[config.mk]
export PLATFORM = sky130hd
export DESIGN_NAME = sirv_spigpioport_gen_flat
export DESIGN_NICKNAME = d
export VERILOG_FILES = /design/src/rtl/sirv_spigpioport_gen_if.sv /design/src/rtl/sirv_spigpioport_gen.sv /design/src/flat_wrapper.sv
export SDC_FILE = /design/constraint.sdc
export NUM_CORES = 1
export LEC_CHECK = 0
export ABC_AREA = 1
export CAP_MARGIN = 20
export CORE_ASPECT_RATIO = 1.25
export CORE_UTILIZATION = 27
export CTS_CLUSTER_DIAMETER = 120
export DETAILED_ROUTE_END_ITERATION = 8
export PLACE_DENSITY_LB_ADDON = 0.15
export SYNTH_ARGS = -nofsm -noshare
export SYNTH_HDL_FRONTEND = slang
export SYNTH_SLANG_ARGS = --single-unit
[constraint.sdc]
create_clock -name clk -period 1.3 [get_ports clk]
set_input_delay 0.13 -clock clk [delete_from_list [all_inputs] [get_ports clk]]
set_output_delay 0.13 -clock clk [all_outputs]
set_load 0.005 [all_outputs]
[src/rtl/sirv_spigpioport_gen_if.sv]
// rtl/sirv_spigpioport_gen_if.sv - SPI controller side bundle for the SPI-to-GPIO pin adapter
interface sirv_spigpioport_gen_if #(
  parameter int CS_NUM = 4,
  parameter int DQ_NUM = 4
);
  logic              sck;
  logic [DQ_NUM-1:0] dq_o;
  logic [DQ_NUM-1:0] dq_oe;
  logic [DQ_NUM-1:0] dq_i;
  logic [CS_NUM-1:0] cs;

  // SPI controller drives the pins' requested values and reads back lane data
  modport master (output sck, output dq_o, output dq_oe, output cs, input dq_i);
  // Pin adapter consumes the requests and returns synchronised lane data
  modport slave  (input sck, input dq_o, input dq_oe, input cs, output dq_i);
endinterface

[src/rtl/sirv_spigpioport_gen.sv]
// rtl/sirv_spigpioport_gen.sv - parametrised SPI-to-GPIO IOF pin adapter (optional SIRV_SPIGPIO_LOOPBACK_EN)
module sirv_spigpioport_gen #(
  parameter int CS_NUM      = 4,
  parameter int DQ_NUM      = 4,
  parameter int SYNC_STAGES = 2,
  parameter int TURN_CYC    = 1
) (
  input  logic                         clk,
  input  logic                         rst_n,
  input  logic                         port_en,
  input  logic [CS_NUM-1:0]            cs_idle,
  input  logic                         sck_idle,
`ifdef SIRV_SPIGPIO_LOOPBACK_EN
  input  logic                         loopback,
`endif
  sirv_spigpioport_gen_if.slave        io_spi,
  output logic                         io_pins_sck_o_oval,
  output logic                         io_pins_sck_o_oe,
  output logic                         io_pins_sck_o_ie,
  output logic                         io_pins_sck_o_pue,
  output logic                         io_pins_sck_o_ds,
  input  logic [DQ_NUM-1:0]            io_pins_dq_i_ival,
  output logic [DQ_NUM-1:0]            io_pins_dq_o_oval,
  output logic [DQ_NUM-1:0]            io_pins_dq_o_oe,
  output logic [DQ_NUM-1:0]            io_pins_dq_o_ie,
  output logic [DQ_NUM-1:0]            io_pins_dq_o_pue,
  output logic [DQ_NUM-1:0]            io_pins_dq_o_ds,
  output logic [CS_NUM-1:0]            io_pins_cs_o_oval,
  output logic [CS_NUM-1:0]            io_pins_cs_o_oe,
  output logic [CS_NUM-1:0]            io_pins_cs_o_ie,
  output logic [CS_NUM-1:0]            io_pins_cs_o_pue,
  output logic [CS_NUM-1:0]            io_pins_cs_o_ds,
  output logic                         port_active,
  output logic [1:0]                   port_state
);

  localparam logic [1:0] ST_OFF   = 2'd0;
  localparam logic [1:0] ST_ARM   = 2'd1;
  localparam logic [1:0] ST_ON    = 2'd2;
  localparam logic [1:0] ST_DRAIN = 2'd3;

  localparam int          CW = (TURN_CYC > 0) ? $clog2(TURN_CYC + 1) : 1;
  localparam logic [CW-1:0] TC = CW'(TURN_CYC);

  logic [1:0]        state, state_nxt;
  logic              pass;
  logic              lb;
  logic [CW-1:0]     ta_cnt [DQ_NUM];
  logic [DQ_NUM-1:0] lane_ready;
  logic [DQ_NUM-1:0] sync_q [SYNC_STAGES];
  logic [DQ_NUM-1:0] sync_in;

  logic              sck_oval_d, sck_oe_d;
  logic [CS_NUM-1:0] cs_oval_d, cs_oe_d, cs_pue_d;
  logic [DQ_NUM-1:0] dq_oval_d, dq_oe_d, dq_ie_d;

`ifdef SIRV_SPIGPIO_LOOPBACK_EN
  assign lb = loopback;
`else
  assign lb = 1'b0;
`endif

  // ON and DRAIN both hand the pads straight to the controller
  assign pass        = state[1];
  assign port_active = pass;
  assign port_state  = state;

  // Constant pad controls: no drive-strength boost, sck never pulled, dq always pulled up
  assign io_pins_sck_o_ie  = 1'b0;
  assign io_pins_sck_o_pue = 1'b0;
  assign io_pins_sck_o_ds  = 1'b0;
  assign io_pins_dq_o_pue  = {DQ_NUM{1'b1}};
  assign io_pins_dq_o_ds   = {DQ_NUM{1'b0}};
  assign io_pins_cs_o_ie   = {CS_NUM{1'b0}};
  assign io_pins_cs_o_ds   = {CS_NUM{1'b0}};

  // FSM state register
  always_ff @(posedge clk or negedge rst_n) begin
    if (!rst_n) state <= ST_OFF;
    else        state <= state_nxt;
  end

  // FSM next state: ownership only changes hands while every CS sits at its idle level
  always_comb begin
    state_nxt = state;
    case (state)
      ST_OFF:   if (port_en) state_nxt = ST_ARM;
      ST_ARM:   if (!port_en) state_nxt = ST_OFF;
                else if (io_spi.cs == cs_idle) state_nxt = ST_ON;
      ST_ON:    if (!port_en) state_nxt = ST_DRAIN;
      ST_DRAIN: if (port_en) state_nxt = ST_ON;
                else if (io_spi.cs == cs_idle) state_nxt = ST_OFF;
      default:  state_nxt = ST_OFF;
    endcase
  end

  // A lane may drive once its request has been held for TURN_CYC cycles
  always_comb begin
    lane_ready = '0;
    for (int l = 0; l < DQ_NUM; l++) lane_ready[l] = (ta_cnt[l] == TC);
  end

  // Turnaround counters: saturate while requested, clear on release or when not passing through
  always_ff @(posedge clk or negedge rst_n) begin
    if (!rst_n) begin
      for (int l = 0; l < DQ_NUM; l++) ta_cnt[l] <= '0;
    end else begin
      for (int l = 0; l < DQ_NUM; l++) begin
        if (!pass || !io_spi.dq_oe[l]) ta_cnt[l] <= '0;
        else if (!lane_ready[l])       ta_cnt[l] <= ta_cnt[l] + CW'(1);
      end
    end
  end

  // FSM outputs: next value of every registered pad control
  always_comb begin
    sck_oval_d = 1'b0;
    sck_oe_d   = 1'b0;
    cs_oval_d  = {CS_NUM{1'b1}};
    cs_oe_d    = '0;
    cs_pue_d   = {CS_NUM{1'b1}};
    dq_oval_d  = '0;
    dq_oe_d    = '0;
    dq_ie_d    = '0;
    case (state)
      ST_ARM: begin
        sck_oval_d = sck_idle;
        sck_oe_d   = 1'b1;
        cs_oval_d  = cs_idle;
        cs_oe_d    = {CS_NUM{1'b1}};
      end
      ST_ON, ST_DRAIN: begin
        sck_oval_d = io_spi.sck;
        sck_oe_d   = 1'b1;
        cs_oval_d  = io_spi.cs;
        cs_oe_d    = {CS_NUM{1'b1}};
        cs_pue_d   = '0;
        dq_oval_d  = io_spi.dq_o;
        if (!lb) begin
          dq_oe_d = io_spi.dq_oe & lane_ready;
          dq_ie_d = ~(io_spi.dq_oe & lane_ready);
        end
      end
      default: ;
    endcase
  end

  // Pad output flops keep the pins glitch-free
  always_ff @(posedge clk or negedge rst_n) begin
    if (!rst_n) begin
      io_pins_sck_o_oval <= 1'b0;
      io_pins_sck_o_oe   <= 1'b0;
      io_pins_cs_o_oval  <= {CS_NUM{1'b1}};
      io_pins_cs_o_oe    <= '0;
      io_pins_cs_o_pue   <= {CS_NUM{1'b1}};
      io_pins_dq_o_oval  <= '0;
      io_pins_dq_o_oe    <= '0;
      io_pins_dq_o_ie    <= '0;
    end else begin
      io_pins_sck_o_oval <= sck_oval_d;
      io_pins_sck_o_oe   <= sck_oe_d;
      io_pins_cs_o_oval  <= cs_oval_d;
      io_pins_cs_o_oe    <= cs_oe_d;
      io_pins_cs_o_pue   <= cs_pue_d;
      io_pins_dq_o_oval  <= dq_oval_d;
      io_pins_dq_o_oe    <= dq_oe_d;
      io_pins_dq_o_ie    <= dq_ie_d;
    end
  end

  assign sync_in = lb ? io_spi.dq_o : io_pins_dq_i_ival;

  // Input synchroniser chain, active in every state
  always_ff @(posedge clk or negedge rst_n) begin
    if (!rst_n) begin
      for (int s = 0; s < SYNC_STAGES; s++) sync_q[s] <= '0;
    end else begin
      sync_q[0] <= sync_in;
      for (int s = 1; s < SYNC_STAGES; s++) sync_q[s] <= sync_q[s-1];
    end
  end

  assign io_spi.dq_i = sync_q[SYNC_STAGES-1];

endmodule

[src/flat_wrapper.sv]
// flat-port wrapper written by rule: the top's interface ports become plain ports
module sirv_spigpioport_gen_flat 
#(
  parameter int CS_NUM      = 4,
  parameter int DQ_NUM      = 4,
  parameter int SYNC_STAGES = 2,
  parameter int TURN_CYC    = 1
)
  (clk, rst_n, port_en, cs_idle, sck_idle, io_pins_sck_o_oval, io_pins_sck_o_oe, io_pins_sck_o_ie, io_pins_sck_o_pue, io_pins_sck_o_ds, io_pins_dq_i_ival, io_pins_dq_o_oval, io_pins_dq_o_oe, io_pins_dq_o_ie, io_pins_dq_o_pue, io_pins_dq_o_ds, io_pins_cs_o_oval, io_pins_cs_o_oe, io_pins_cs_o_ie, io_pins_cs_o_pue, io_pins_cs_o_ds, port_active, port_state, io_spi_sck, io_spi_dq_o, io_spi_dq_oe, io_spi_cs, io_spi_dq_i);
  sirv_spigpioport_gen_if #(.CS_NUM(CS_NUM), .DQ_NUM(DQ_NUM)) io_spi_i ();
  input  logic clk;
  input  logic rst_n;
  input  logic port_en;
  input  logic [CS_NUM-1:0] cs_idle;
  input  logic sck_idle;
  output logic io_pins_sck_o_oval;
  output logic io_pins_sck_o_oe;
  output logic io_pins_sck_o_ie;
  output logic io_pins_sck_o_pue;
  output logic io_pins_sck_o_ds;
  input  logic [DQ_NUM-1:0] io_pins_dq_i_ival;
  output logic [DQ_NUM-1:0] io_pins_dq_o_oval;
  output logic [DQ_NUM-1:0] io_pins_dq_o_oe;
  output logic [DQ_NUM-1:0] io_pins_dq_o_ie;
  output logic [DQ_NUM-1:0] io_pins_dq_o_pue;
  output logic [DQ_NUM-1:0] io_pins_dq_o_ds;
  output logic [CS_NUM-1:0] io_pins_cs_o_oval;
  output logic [CS_NUM-1:0] io_pins_cs_o_oe;
  output logic [CS_NUM-1:0] io_pins_cs_o_ie;
  output logic [CS_NUM-1:0] io_pins_cs_o_pue;
  output logic [CS_NUM-1:0] io_pins_cs_o_ds;
  output logic port_active;
  output logic [1:0] port_state;
  input wire logic [$bits(io_spi_i.sck)-1:0] io_spi_sck;
  input wire logic [$bits(io_spi_i.dq_o)-1:0] io_spi_dq_o;
  input wire logic [$bits(io_spi_i.dq_oe)-1:0] io_spi_dq_oe;
  input wire logic [$bits(io_spi_i.cs)-1:0] io_spi_cs;
  output wire logic [$bits(io_spi_i.dq_i)-1:0] io_spi_dq_i;
  assign io_spi_i.sck = io_spi_sck;
  assign io_spi_i.dq_o = io_spi_dq_o;
  assign io_spi_i.dq_oe = io_spi_dq_oe;
  assign io_spi_i.cs = io_spi_cs;
  assign io_spi_dq_i = io_spi_i.dq_i;
  sirv_spigpioport_gen #(.CS_NUM(CS_NUM), .DQ_NUM(DQ_NUM), .SYNC_STAGES(SYNC_STAGES), .TURN_CYC(TURN_CYC)) u_core (.clk(clk), .rst_n(rst_n), .port_en(port_en), .cs_idle(cs_idle), .sck_idle(sck_idle), .io_spi(io_spi_i), .io_pins_sck_o_oval(io_pins_sck_o_oval), .io_pins_sck_o_oe(io_pins_sck_o_oe), .io_pins_sck_o_ie(io_pins_sck_o_ie), .io_pins_sck_o_pue(io_pins_sck_o_pue), .io_pins_sck_o_ds(io_pins_sck_o_ds), .io_pins_dq_i_ival(io_pins_dq_i_ival), .io_pins_dq_o_oval(io_pins_dq_o_oval), .io_pins_dq_o_oe(io_pins_dq_o_oe), .io_pins_dq_o_ie(io_pins_dq_o_ie), .io_pins_dq_o_pue(io_pins_dq_o_pue), .io_pins_dq_o_ds(io_pins_dq_o_ds), .io_pins_cs_o_oval(io_pins_cs_o_oval), .io_pins_cs_o_oe(io_pins_cs_o_oe), .io_pins_cs_o_ie(io_pins_cs_o_ie), .io_pins_cs_o_pue(io_pins_cs_o_pue), .io_pins_cs_o_ds(io_pins_cs_o_ds), .port_active(port_active), .port_state(port_state));
endmodule
After elaboration in Yosys (flattened, before gate mapping)
Index checks and enable logic that the tools add are counted.
Storage, ports and cells
  bits in registers: 40
  output and inout port bits: 52
  word-level logic and storage cells: 65
  input port bits: 25
Operators by class
  muxes and demuxes: 23
  equal/unequal tests: 8
  reduce and logical (&&, ||, !) cells: 13
  bitwise logic cells: 2
  $add $sub $neg: 4
Operators with widths (count)
  $mux W4: 5
  $mux W2: 6
  $mux W1: 9
  $pmux W2 S4: 1
  $pmux W4 S2: 1
  $ne A3 B2 Y1 const B: 2
  $logic_not A1 Y1: 5
  $add A1 B1 Y1 const B: 4
  $and A4 B4 Y4: 1
  $eq A2 B2 Y1 const B: 2
  $eq A4 B4 Y1: 1
  $logic_or A1 B1 Y1: 4
  $ne A2 B2 Y1 const B: 2
  $not A4 Y4: 1
  $reduce_and A4 Y1: 1
  $reduce_or A3 Y1: 1
  $eq A2 B1 Y1 const B: 1
  $logic_not A2 Y1: 1
  $pmux W1 S2: 1
  $reduce_or A2 Y1: 1

Depth between registers and ports, before layout
Gate-level depths: netlist of run 1.
  depth in word-level cells: 4
  depth in mapped cells: 7
  mapped depth without buffers: 7

Worst setup path after synthesis of run 1
No wires, ideal clock.
  path kind: reg2reg
  start: register with a tool-made name
  end: register u_core.io_pins_cs_o_oval[3]
  path buffers: 1
  stages on the path, launching flop included: 5
  data arrival time: 0.842 ns
  library setup time: 0.080 ns
  required time: 1.220 ns
  path slack: 0.378 ns
  clock period less this slack: 0.922 ns
  cells stage by stage: dfrtp_1 -> buf_6 -> nor2_4 -> inv_2 -> o22a_1
RTL lines
  end signal: assignment: RTL line sirv_spigpioport_gen.sv:153  | io_pins_cs_o_oval <= {CS_NUM{1'b1}};
  end signal: assignment: RTL line sirv_spigpioport_gen.sv:162  | io_pins_cs_o_oval <= cs_oval_d;
  end: declaration: RTL line sirv_spigpioport_gen.sv:28  | output logic [CS_NUM-1:0] io_pins_cs_o_oval,

Final worst setup path of run 1
  start: register u_core.io_pins_dq_o_ie[0]
  end: output port io_pins_dq_o_ie[0]
RTL lines
  start: declaration: RTL line sirv_spigpioport_gen.sv:25  | output logic [DQ_NUM-1:0] io_pins_dq_o_ie,
  start signal: assignment: RTL line sirv_spigpioport_gen.sv:167  | io_pins_dq_o_ie <= dq_ie_d;
  end: declaration: RTL line flat_wrapper.sv:24  | output logic [DQ_NUM-1:0] io_pins_dq_o_ie;
No word-level cell between the ends.

==> results of run 1 <==
## cell usage in the layout, fill, tap and decap left out, drive strengths merged
cell type      instances
a22oi                  2
nand2                 20
xnor2                  1
xor2                   1
nand4                  1
clkdlybuf4s50         41
dfstp                  5
clkinvlp               1
a22o                   1
o22a                   1
buf                    6
dlygate4sd2           15
inv                   21
dlymetal6s2s           1
bufinv                 1
clkbuf                 6
a21oi                  5
dfrtp                 28
nand3                  1
conb                  19
nor2                   9
## area by class of cell
class / instances / area share
sequential: 33 / 0.416
timing repair buffer: 63 / 0.306
multi-input combinational: 61 / 0.142
clock buffer: 6 / 0.0413
inverter: 21 / 0.0394
tap: 60 / 0.0375
clock inverter: 2 / 0.0188
## cells by family (layout without fill, tap and decap cells)
kind of cell / count (synthesis) / in the layout / share of synthesized area
buffers and inverters: 54 / 92 / 0.246
flip-flops: 33 / 33 / 0.596
AND/OR/NAND/NOR: 31 / 31 / 0.0987
AO/OA/AOI/OAI: 9 / 9 / 0.0413
other: 2 / 19 / 0.00538
XOR/XNOR: 2 / 2 / 0.0126
## layer usage
layer,GRT usage,up-vias,wire [um],share of wire
li1,-,446,-,-
met1,0.0972,431,937,0.36
met2,0.192,45,1420,0.55
met3,0.0412,2,193,0.074
met4,0.0702,0,43,0.017
met5,0,-,0,0
## cell usage after synthesis (all sizes together)
master and count:
xor2 1, o22a 1, dfrtp 28, nor2 9, a22o 1, inv 21, a22oi 2, xnor2 1
dfstp 5, nand3 1, nand4 1, buf 33, a21oi 5, conb 2, nand2 20
## power by group through the flow
| stage | clock [mW] | combinational [mW] | sequential (mW) |
|---|---|---|---|
| after floorplan | 0 | 0.684 | 1.50 |
| after global placement | 0 | 1.35 | 1.48 |
| after detailed placement | 0 | 1.35 | 1.50 |
| after CTS | 1.03 | 1.29 | 1.46 |
| after global routing | 1.08 | 1.39 | 1.49 |
| final | 0.982 | 1.26 | 1.45 |
## state kept, by name, indices dropped and copies added, names as in the netlist, named ones only
name and count:
u_core.io_pins_cs_o_oval 4, u_core.io_pins_dq_o_ie 4, u_core.io_pins_dq_o_oe 4, u_core.io_pins_dq_o_oval 4, u_core.io_spi.dq_i 4, u_core.lane_ready 4, u_core.sync_q 4, u_core.io_pins_cs_o_oe 1
u_core.io_pins_cs_o_pue 1, u_core.io_pins_sck_o_oval 1, u_core.port_state 1
## repair_timing
action / 4_1_cts / 5_1_grt
setup buffers: 3 / 0
resized for setup: 15 / 1
endpoints found under the setup margin: 16 / 1
pin swaps: 0 / 0
cloned: 0 / 0
## worst paths after layout
| kind | endpoint | slack, ns | cells after the start |
|---|---|---|---|
| setup / recovery | io_pins_dq_o_ie[0] | 0.06 | 1 |
| hold / removal | u_core.io_spi.dq_i[1] | 0.21 | 2 |
| setup reg to reg | u_core.io_pins_cs_o_oval[2] | 0.12 | 6 |
| hold reg to reg | u_core.io_spi.dq_i[2] | 0.34 | 0 |
| max in group asynchronous | u_core.io_pins_cs_o_oval[3] | 0.84 | 2 |
| min in group clk | u_core.sync_q[5] | 0.30 | 1 |
## per-stage QoR
step / utilization / power [mW] / cell area (um2) / cells / worst slack [ns]
floorplan: - / 2.19 / 1460 / 148 / 0.378
global placement: 0.388 / 2.83 / 1880 / 235 / 0.125
detailed placement: 0.388 / 2.85 / 1880 / 235 / 0.0742
CTS: 0.414 / 3.77 / 2000 / 246 / 0.0188
global route: 0.414 / 3.96 / 2000 / 246 / 0.00183
finish: 0.414 / 3.69 / 2000 / 246 / 0.0578
==> metrics.md, run 1 <==
| Metric | Value |
|---|---|
| Core area | slightly below 5000 um2 |
| Area growth from synthesis to layout | 43.5% |
| Number of global-route vias before repair | 878 |
| Seq cells post-synth | 33 |
| DIE WIDTH | about 66 um |
| Post-DR wirelength/cell | 10.6 um |
| # fillers | between 400 and 500 |
| ANT nets after route | 0 |
| Syn Std Cell Area | 1400 um2 |
| Total track usage | 0.106 |
| Register area share after synthesis | 0.596 |
| Gpl congestion | about 0.71 |
| Final setup skew | 0.00932 ns |
| Avg Cell Area, Syn | 10.6 um2 |
| Hold Crit Class | input pin to async pin |
| WS Path Type | flip-flop to primary output |
| Initial Util | 0.289 |
| Clock Pin Slew Worst Setup and Hold Paths | roughly 0.070 ns |
| First-pass GRT wire length | between 3000 and 4000 um |
| Clk pwr share | 0.266 |
| Worst-Skew Late Latency | between 0.2 and 0.3 ns |
| DR pass1 iterations | 3 |
| Final hold vios | 0 |
| Worst setup path start | u_core.io_pins_dq_o_ie[0] |
| Worst-path maximum fanout | 1 |
| Total Wirelength | 2600 um |
| First DRT Iteration DRCs | 20 |
| CP Capture Type | primary output |
| Max Buffers Root-to-Sink | 2 |
| I/O Buffers | 57 |
| Synth area leader | dfrtp_1 |
| Slowest stage delay, CP | about 0.50 ns |
| TritonCTS buffer count | 5 |
| Nets | 210 |
| Reg area | roughly 830 um2 |
| RSZ-0062 raised after global routing | false |
| Hold_ws | between 0.2 and 0.25 ns |
| Worst setup SP type | flip-flop |
| Crit path cell chain | clkdlybuf4s50_1 |
| Psw | ~1.0 mW |
| DP HPWL | about 2000 um |
| Dominant cells by area after synthesis | dfrtp_1 50%, buf_4 17%, dfstp_2 9.4%, nand2_1 5.4%, inv_1 5.1% |
| GR Overflow Total | 0 |
| N_diodes | 0 |
| VDD IR max | between 0.6 and 0.7 mV |
| Die ar. | approximately 5500 um2 |
| Family with the most delay on the worst path | buffers and inverters |
| Clock tree root driver cell | clkbuf_8 |
| Remaining DRCs | 0 |
| Max frequency | 805 MHz |
| WP buf/inv | 1 |
| Largest net degree at the start of global routing | 34 |
| Synth warnings | 0 |
| Vias per std cell | 3.76 |
| Total internal power | 2.68 mW |
| Share of cells above drive strength 1 | 0.134 |
| # H-tree levels | 2 |
| WP data arrival | ~1.1 ns |
| Outcome | completed |
| IO Count | 77 |
| Multi-input gate area | 284 um2 |
| Post-route clock period utilization | 0.956 |
| Leakage | 1.01 nW |
| Switching part of the total power | 0.275 |
| Critical Path RT | 1.17 ns |
| Worst path slowest cell | clkdlybuf4s50_1 |
| Die height | 82.4 um |
| Antenna violations before repair | 0 |
| Vias | between 900 and 1,000 |
| Unique masters post-synth | 20 |
| TritonCTS clock tree | built |
| Max Slew Vio Count | 0 |
| Sequential power share | 0.393 |
| Setup tns final | 0 ns |
| Pwr per Cell Area | 1840 nW/um2 |
| CTS Sinks | 33 |
| Comb pwr share | 0.341 |
| Synth top area share | 0.502 |
| Num rows | 28 |
| Cell count after synthesis | 131 |
| Fin crit period | 1.24 ns |
| Number of setup violations in the final report | 0 |
| Max-cap viol count | 0 |
| Hold buffer count at cts | 0 |
Note: power is estimated with default switching activity, not from simulation.
==> run 2, diff against run 1 <==
CORE_UTILIZATION = 41   (was 27)
==> run 2 against run 1 <==
Via count shrank 0.54%. Global-route usage grew 3.6 points. Power shrank 0.53%. Final cell count shrank 9.3%. Critical endpoint is now io_pins_cs_o_pue[3].
==> metrics.md, run 2 (synthesis results as in run 1) <==
| Metric | Value |
|---|---|
| Fin crit period | 1.25 ns (was 1.24 ns) |
| Worst-Skew Late Latency | 0.27 ns (was 0.28 ns) |
| Total Wirelength | 2350 um (was 2600 um) |
| TritonCTS clock tree | built (unchanged) |
| ANT nets after route | 0 (unchanged) |
| Number of setup violations in the final report | 0 (unchanged) |
| R2R Setup Slk | 0.15 ns (was 0.12 ns) |
| Gpl congestion | 0.727 (was 0.711) |
| Worst R2R End | u_core.io_pins_cs_o_oval[3] (was u_core.io_pins_cs_o_oval[2]) |
| Hold Crit Class | input pin to async pin (unchanged) |
| Final hold vios | 0 (unchanged) |
| GR Overflow Total | 0 (unchanged) |
| Post-DR wirelength/cell | 10.6 um (about the same) |
| I/O Buffers | 57 (unchanged) |
| Critical Path RT | 1.17 ns (about the same) |
| Leakage | 1.04 nW (was 1.01 nW) |
| Worst setup SP type | flip-flop (unchanged) |
| Vias | 919 (was 924) |
| Post-route clock period utilization | 0.963 (was 0.956) |
| Remaining DRCs | 0 (unchanged) |
| DR pass1 iterations | 2 (was 3) |
| RSZ-0062 raised after global routing | true (was false) |
| Clk pwr share | 0.261 (was 0.266) |
| Max Slew Vio Count | 0 (unchanged) |
| Num rows | 23 (was 28) |
| Core area | 3220 um2 (was 4830 um2) |
| DIE WIDTH | 54.2 um (was 66.3 um) |
| VDD IR max | 1.07 mV (was 0.632 mV) |
| DP HPWL | 1810 um (was 1970 um) |
| Setup tns final | 0 ns (unchanged) |
| Max Buffers Root-to-Sink | 2 (unchanged) |
| Clock tree root driver cell | clkbuf_8 (unchanged) |
| Switching part of the total power | 0.264 (was 0.275) |
| Nets | 210 (unchanged) |
| First-pass GRT wire length | 3530 um (was 3970 um) |
| Outcome | completed (unchanged) |
| Clock Pin Slew Worst Setup and Hold Paths | 0.06 ns (was 0.07 ns) |
| Area growth from synthesis to layout | 42.3% (was 43.5%) |
| Tot Pwr | 3.67 mW (was 3.69 mW) |
| Max-cap viol count | 0 (unchanged) |
| CTS Sinks | 33 (unchanged) |
| WS Path Type | flip-flop to primary output (unchanged) |
| Die height | 67.2 um (was 82.4 um) |
| N_diodes | 0 (unchanged) |
| Die ar. | 3640 um2 (was 5460 um2) |
| Max frequency | 799 MHz (was 805 MHz) |
| Initial Util | 0.433 (was 0.289) |
| Vias per std cell | 4.12 (was 3.76) |
| WP data arrival | 1.12 ns (was 1.11 ns) |
| IO Count | 77 (unchanged) |
| Comb pwr share | 0.347 (was 0.341) |
| Number of global-route vias before repair | 887 (was 878) |
| Worst-case reg-to-reg path depth | 5 (was 6) |
| Antenna violations before repair | 0 (unchanged) |
| TritonCTS buffer count | 5 (unchanged) |
| Worst-path maximum fanout | 3 (was 1) |
| Sequential power share | 0.392 (was 0.393) |
| Total internal power | 2.70 mW (was 2.68 mW) |
| Total track usage | 0.142 (was 0.106) |
| Most common cell after layout, fill and taps aside | clkdlybuf4s50_1 (unchanged) |
| First DRT Iteration DRCs | 14 (was 20) |
| Pwr per Cell Area | 1850 nW/um2 (was 1840 nW/um2) |
| Final setup skew | 0.00281 ns (was 0.00932 ns) |
| Psw | 0.970 mW (was 1.01 mW) |
| # H-tree levels | 2 (unchanged) |
| Share of cells above drive strength 1 | 0.129 (was 0.134) |
| CP Capture Type | primary output (unchanged) |
| Most frequent cells in the layout | 41 x clkdlybuf4s50_1, 28 x dfrtp_1, 20 x nand2_1 (unchanged) |
| Largest net degree at the start of global routing | 34 (unchanged) |
==> run 2: timing repair <==
action,4_1_cts,5_1_grt
hold buffers,0,0
setup buffers,3,0
resized for setup,11,6
setup endpoints to repair,15,8
==> run 2: per-layer routing <==
| layer | vias to the layer above | GRT usage | part of all wire |
|---|---|---|---|
| li1 | 444 | - | - |
| met1 | 419 | 0.120 | 0.33 |
| met2 | 50 | 0.265 | 0.57 |
| met3 | 6 | 0.0631 | 0.083 |
| met4 | 0 | 0.0705 | 0.022 |
| met5 | - | 0 | 0 |
==> run 2: worst max-delay path by stage <==
stage | from | end | slack (ns) | depth (start not counted)
global route | u_core.io_pins_cs_o_pue[2] | io_pins_cs_o_pue[3] | -0.005 | 2
CTS | u_core.io_pins_cs_o_oe[2] | io_pins_cs_o_oe[3] | 0.0002 | 1
global placement | io_spi_cs[1] | flip-flop | 0.09 | 8
finish | u_core.io_pins_cs_o_pue[2] | io_pins_cs_o_pue[3] | 0.05 | 2
detailed placement | io_spi_cs[1] | flip-flop | 0.05 | 8
floorplan | flip-flop | u_core.io_pins_cs_o_oval[3] | 0.38 | 4
==> run 2: worst max-delay path, stage by stage, from the launching register on <==
cell,delay (ns)
dfstp_2,0.53
buf_4,0.10
dlygate4sd2_1,0.22
==> run 2: metrics by stage <==
stage          instances  hold slack (ns)  instance area [um2]   util  worst slack [ns]
6_report             223            0.220                 1990  0.616            0.0484
3_3_place_gp         212            0.332                 1850  0.573            0.0936
3_5_place_dp         212            0.338                 1850  0.573            0.0540
2_1_floorplan        148           -0.166                 1460      -             0.378
4_1_cts              223            0.223                 1970  0.612          0.000222
5_1_grt              223            0.218                 1990  0.616          -0.00469
==> run 2: area by class of cell <==
type	count	area (um2)
timing repair buffer	63	628
fill	290	1240
tap	37	46.3
clock inverter	1	30.0
clock buffer	7	86.3
multi-input combinational	61	284
inverter	21	78.8
sequential	33	832
==> run 2: power groups by stage <==
stage / Combinational [mW] / Clock [mW] / Sequential (mW)
6_report: 1.27 / 0.958 / 1.44
2_1_floorplan: 0.684 / 0 / 1.50
4_1_cts: 1.31 / 0.982 / 1.45
3_5_place_dp: 1.34 / 0 / 1.48
5_1_grt: 1.42 / 1.04 / 1.47
3_3_place_gp: 1.32 / 0 / 1.47
==> run 3, diff against run 2 <==
==> constraint.sdc (replaced) <==
create_clock -name clk -period 1.3 [get_ports clk]
set_input_delay 0.13 -clock clk [delete_from_list [all_inputs] [get_ports clk]]
set_output_delay 0.13 -clock clk [all_outputs]
set_load 0.05 [all_outputs]
==> run 3 against run 2 <==
Non-clock buffer count shrank 3. Clock skew increased by 0.0010 ns. Die area did not move. Hold slack got worse by 0.0087 ns. Wire length is 13% higher. Register-to-register slack improved by 0.17 ns. Highest routed layer unchanged. Critical endpoint is now io_pins_cs_o_oe[1]. Sequential power grew 17%.
==> metrics.md, run 3 (synthesis results as in run 1) <==
| Metric | Value |
|---|---|
| Outcome | completed (unchanged) |
| Area growth from synthesis to layout | 62.3% (was 42.3%) |
| Core area | 3220 um2 (unchanged) |
| N_diodes | 0 (unchanged) |
| CP Capture Type | primary output (unchanged) |
| Post-DR wirelength/cell | 12.1 um (was 10.6 um) |
| Total track usage | 0.167 (was 0.142) |
| Family with the most delay on the worst path | flip-flops (unchanged) |
| I/O Buffers | 57 (unchanged) |
| Number of global-route vias before repair | 959 (was 887) |
| Number of setup violations in the final report | 0 (unchanged) |
| Initial Util | 0.433 (unchanged) |
| WS Path Type | flip-flop to primary output (unchanged) |
| RSZ-0062 raised after global routing | false (was true) |
| Worst-case reg-to-reg path depth | 2 (was 5) |
| First DRT Iteration DRCs | 10 (was 14) |
| Critical Path RT | 1.17 ns (about the same) |
| Share of cells above drive strength 1 | 0.306 (was 0.129) |
| GR Overflow Total | 0 (unchanged) |
| Die height | 67.2 um (unchanged) |
| Fin crit period | 1.23 ns (was 1.25 ns) |
| Critical path depth | 1 (was 2) |
| DP HPWL | 2120 um (was 1810 um) |
| DR pass1 iterations | 4 (was 2) |
| First-pass GRT wire length | 4100 um (was 3530 um) |
| Pwr per Cell Area | 2580 nW/um2 (was 1850 nW/um2) |
| Most common cell after layout, fill and taps aside | buf_12 (was clkdlybuf4s50_1) |
| CTS Sinks | 33 (unchanged) |
| Remaining DRCs | 0 (unchanged) |
| Multi-input gate area | 284 um2 (unchanged) |
| DIE WIDTH | 54.2 um (unchanged) |
| Most frequent cells in the layout | 34 x buf_12, 27 x dfrtp_1, 24 x clkdlybuf4s50_1 (was 41 x clkdlybuf4s50_1, 28 x dfrtp_1, 20 x nand2_1) |
| Max Buffers Root-to-Sink | 2 (unchanged) |
| Leakage | 1.14 nW (was 1.04 nW) |
| TritonCTS buffer count | 5 (unchanged) |
| Reg area | 833 um2 (was 832 um2) |
| WP buf/inv | 1 (was 2) |
| Gpl congestion | 0.762 (was 0.727) |
| Worst-path maximum fanout | 5 (was 3) |
| Num rows | 23 (unchanged) |
| Final setup skew | 0.00382 ns (was 0.00281 ns) |
| Max-cap viol count | 0 (unchanged) |
| Vias | 931 (was 919) |
| # fillers | 247 (was 290) |
| Tot Pwr | 5.84 mW (was 3.67 mW) |
| Worst-Skew Late Latency | 0.29 ns (was 0.27 ns) |
| Max Slew Vio Count | 0 (unchanged) |
| Vias per std cell | 4.23 (was 4.12) |
| Hold Crit Class | input pin to async pin (unchanged) |
| WP data arrival | 1.10 ns (was 1.12 ns) |
| Worst path slowest cell | dfrtp_1 (was dfstp_2) |
| ANT nets after route | 0 (unchanged) |
| Nets | 207 (was 210) |
| Antenna violations before repair | 0 (unchanged) |
| Largest net degree at the start of global routing | 34 (unchanged) |
| IO Count | 77 (unchanged) |
| Slowest stage delay, CP | 0.62 ns (was 0.53 ns) |
| Post-route clock period utilization | 0.948 (was 0.963) |
| Setup tns final | 0 ns (unchanged) |
| Max frequency | 811 MHz (was 799 MHz) |
| Total Wirelength | 2650 um (was 2350 um) |
| Worst setup SP type | flip-flop (unchanged) |
| VDD IR max | 2.04 mV (was 1.07 mV) |
| Clock Pin Slew Worst Setup and Hold Paths | 0.07 ns (was 0.06 ns) |
| # H-tree levels | 2 (unchanged) |
| Final hold vios | 0 (unchanged) |
| Post-CTS setup buffer count | 0 (was 3) |
| Die ar. | 3640 um2 (unchanged) |
| Crit path cell chain | buf_12 (was buf_4 > dlygate4sd2_1) |
| TritonCTS clock tree | built (unchanged) |
| Clock tree root driver cell | clkbuf_8 (unchanged) |
## run 3: path summary, 6_finish.rpt
check	from	end	slack [ns]
worst max-delay path	u_core.io_pins_cs_o_oe[2]	io_pins_cs_o_oe[1]	0.07
worst min-delay path	rst_n	u_core.io_pins_sck_o_oval	0.21
worst max register to register	flip-flop	u_core.io_pins_sck_o_oval	0.32
worst min register to register	u_core.sync_q[5]	u_core.io_spi.dq_i[1]	0.35
max in group asynchronous	rst_n	u_core.io_pins_cs_o_oval[2]	0.85
min in group clk	io_pins_dq_i_ival[1]	u_core.sync_q[5]	0.28
## run 3: final cells by class
class                      instances  area share
sequential                        33       0.368
timing repair buffer              60       0.413
tap                               37      0.0204
multi-input combinational         61       0.125
inverter                          21      0.0348
clock buffer                       5      0.0304
clock inverter                     3     0.00773
## run 3: report_power, final
group          total [mW]  switching (mW)  leakage [nW]  internal (mW)
combinational        3.41            1.86         0.692           1.56
clock               0.743           0.375        0.0439          0.369
sequential           1.68           0.327         0.405           1.35
total                5.84            2.56          1.14           3.28
## run 3: per-stage QoR
| stage | hold WS [ns] | worst slack (ns) | area (um2) | utilization | std cells |
|---|---|---|---|---|---|
| final | 0.211 | 0.0675 | 2260 | 0.703 | 220 |
| after global routing | 0.221 | 0.0236 | 2260 | 0.703 | 220 |
| after CTS | 0.214 | 0.0465 | 2260 | 0.703 | 220 |
| after detailed placement | 0.337 | 0.0249 | 2180 | 0.675 | 212 |
| after global placement | 0.332 | 0.0980 | 2180 | 0.675 | 212 |
| after floorplan | -0.166 | 0.118 | 1460 | - | 148 |
## run 3: per-layer routing
layer  up-vias  global-route usage  part of all wire
met5         -                   0                 0
met4         0              0.0865             0.029
met3         9              0.0743             0.088
met2        54               0.316              0.58
met1       433               0.137              0.30
li1        435                   -                 -
## run 3: repair_timing
item | 4_1_cts | 5_1_grt
setup endpoints to repair | 2 | 0
hold buffers | 0 | 0
resized for setup | 1 | 0
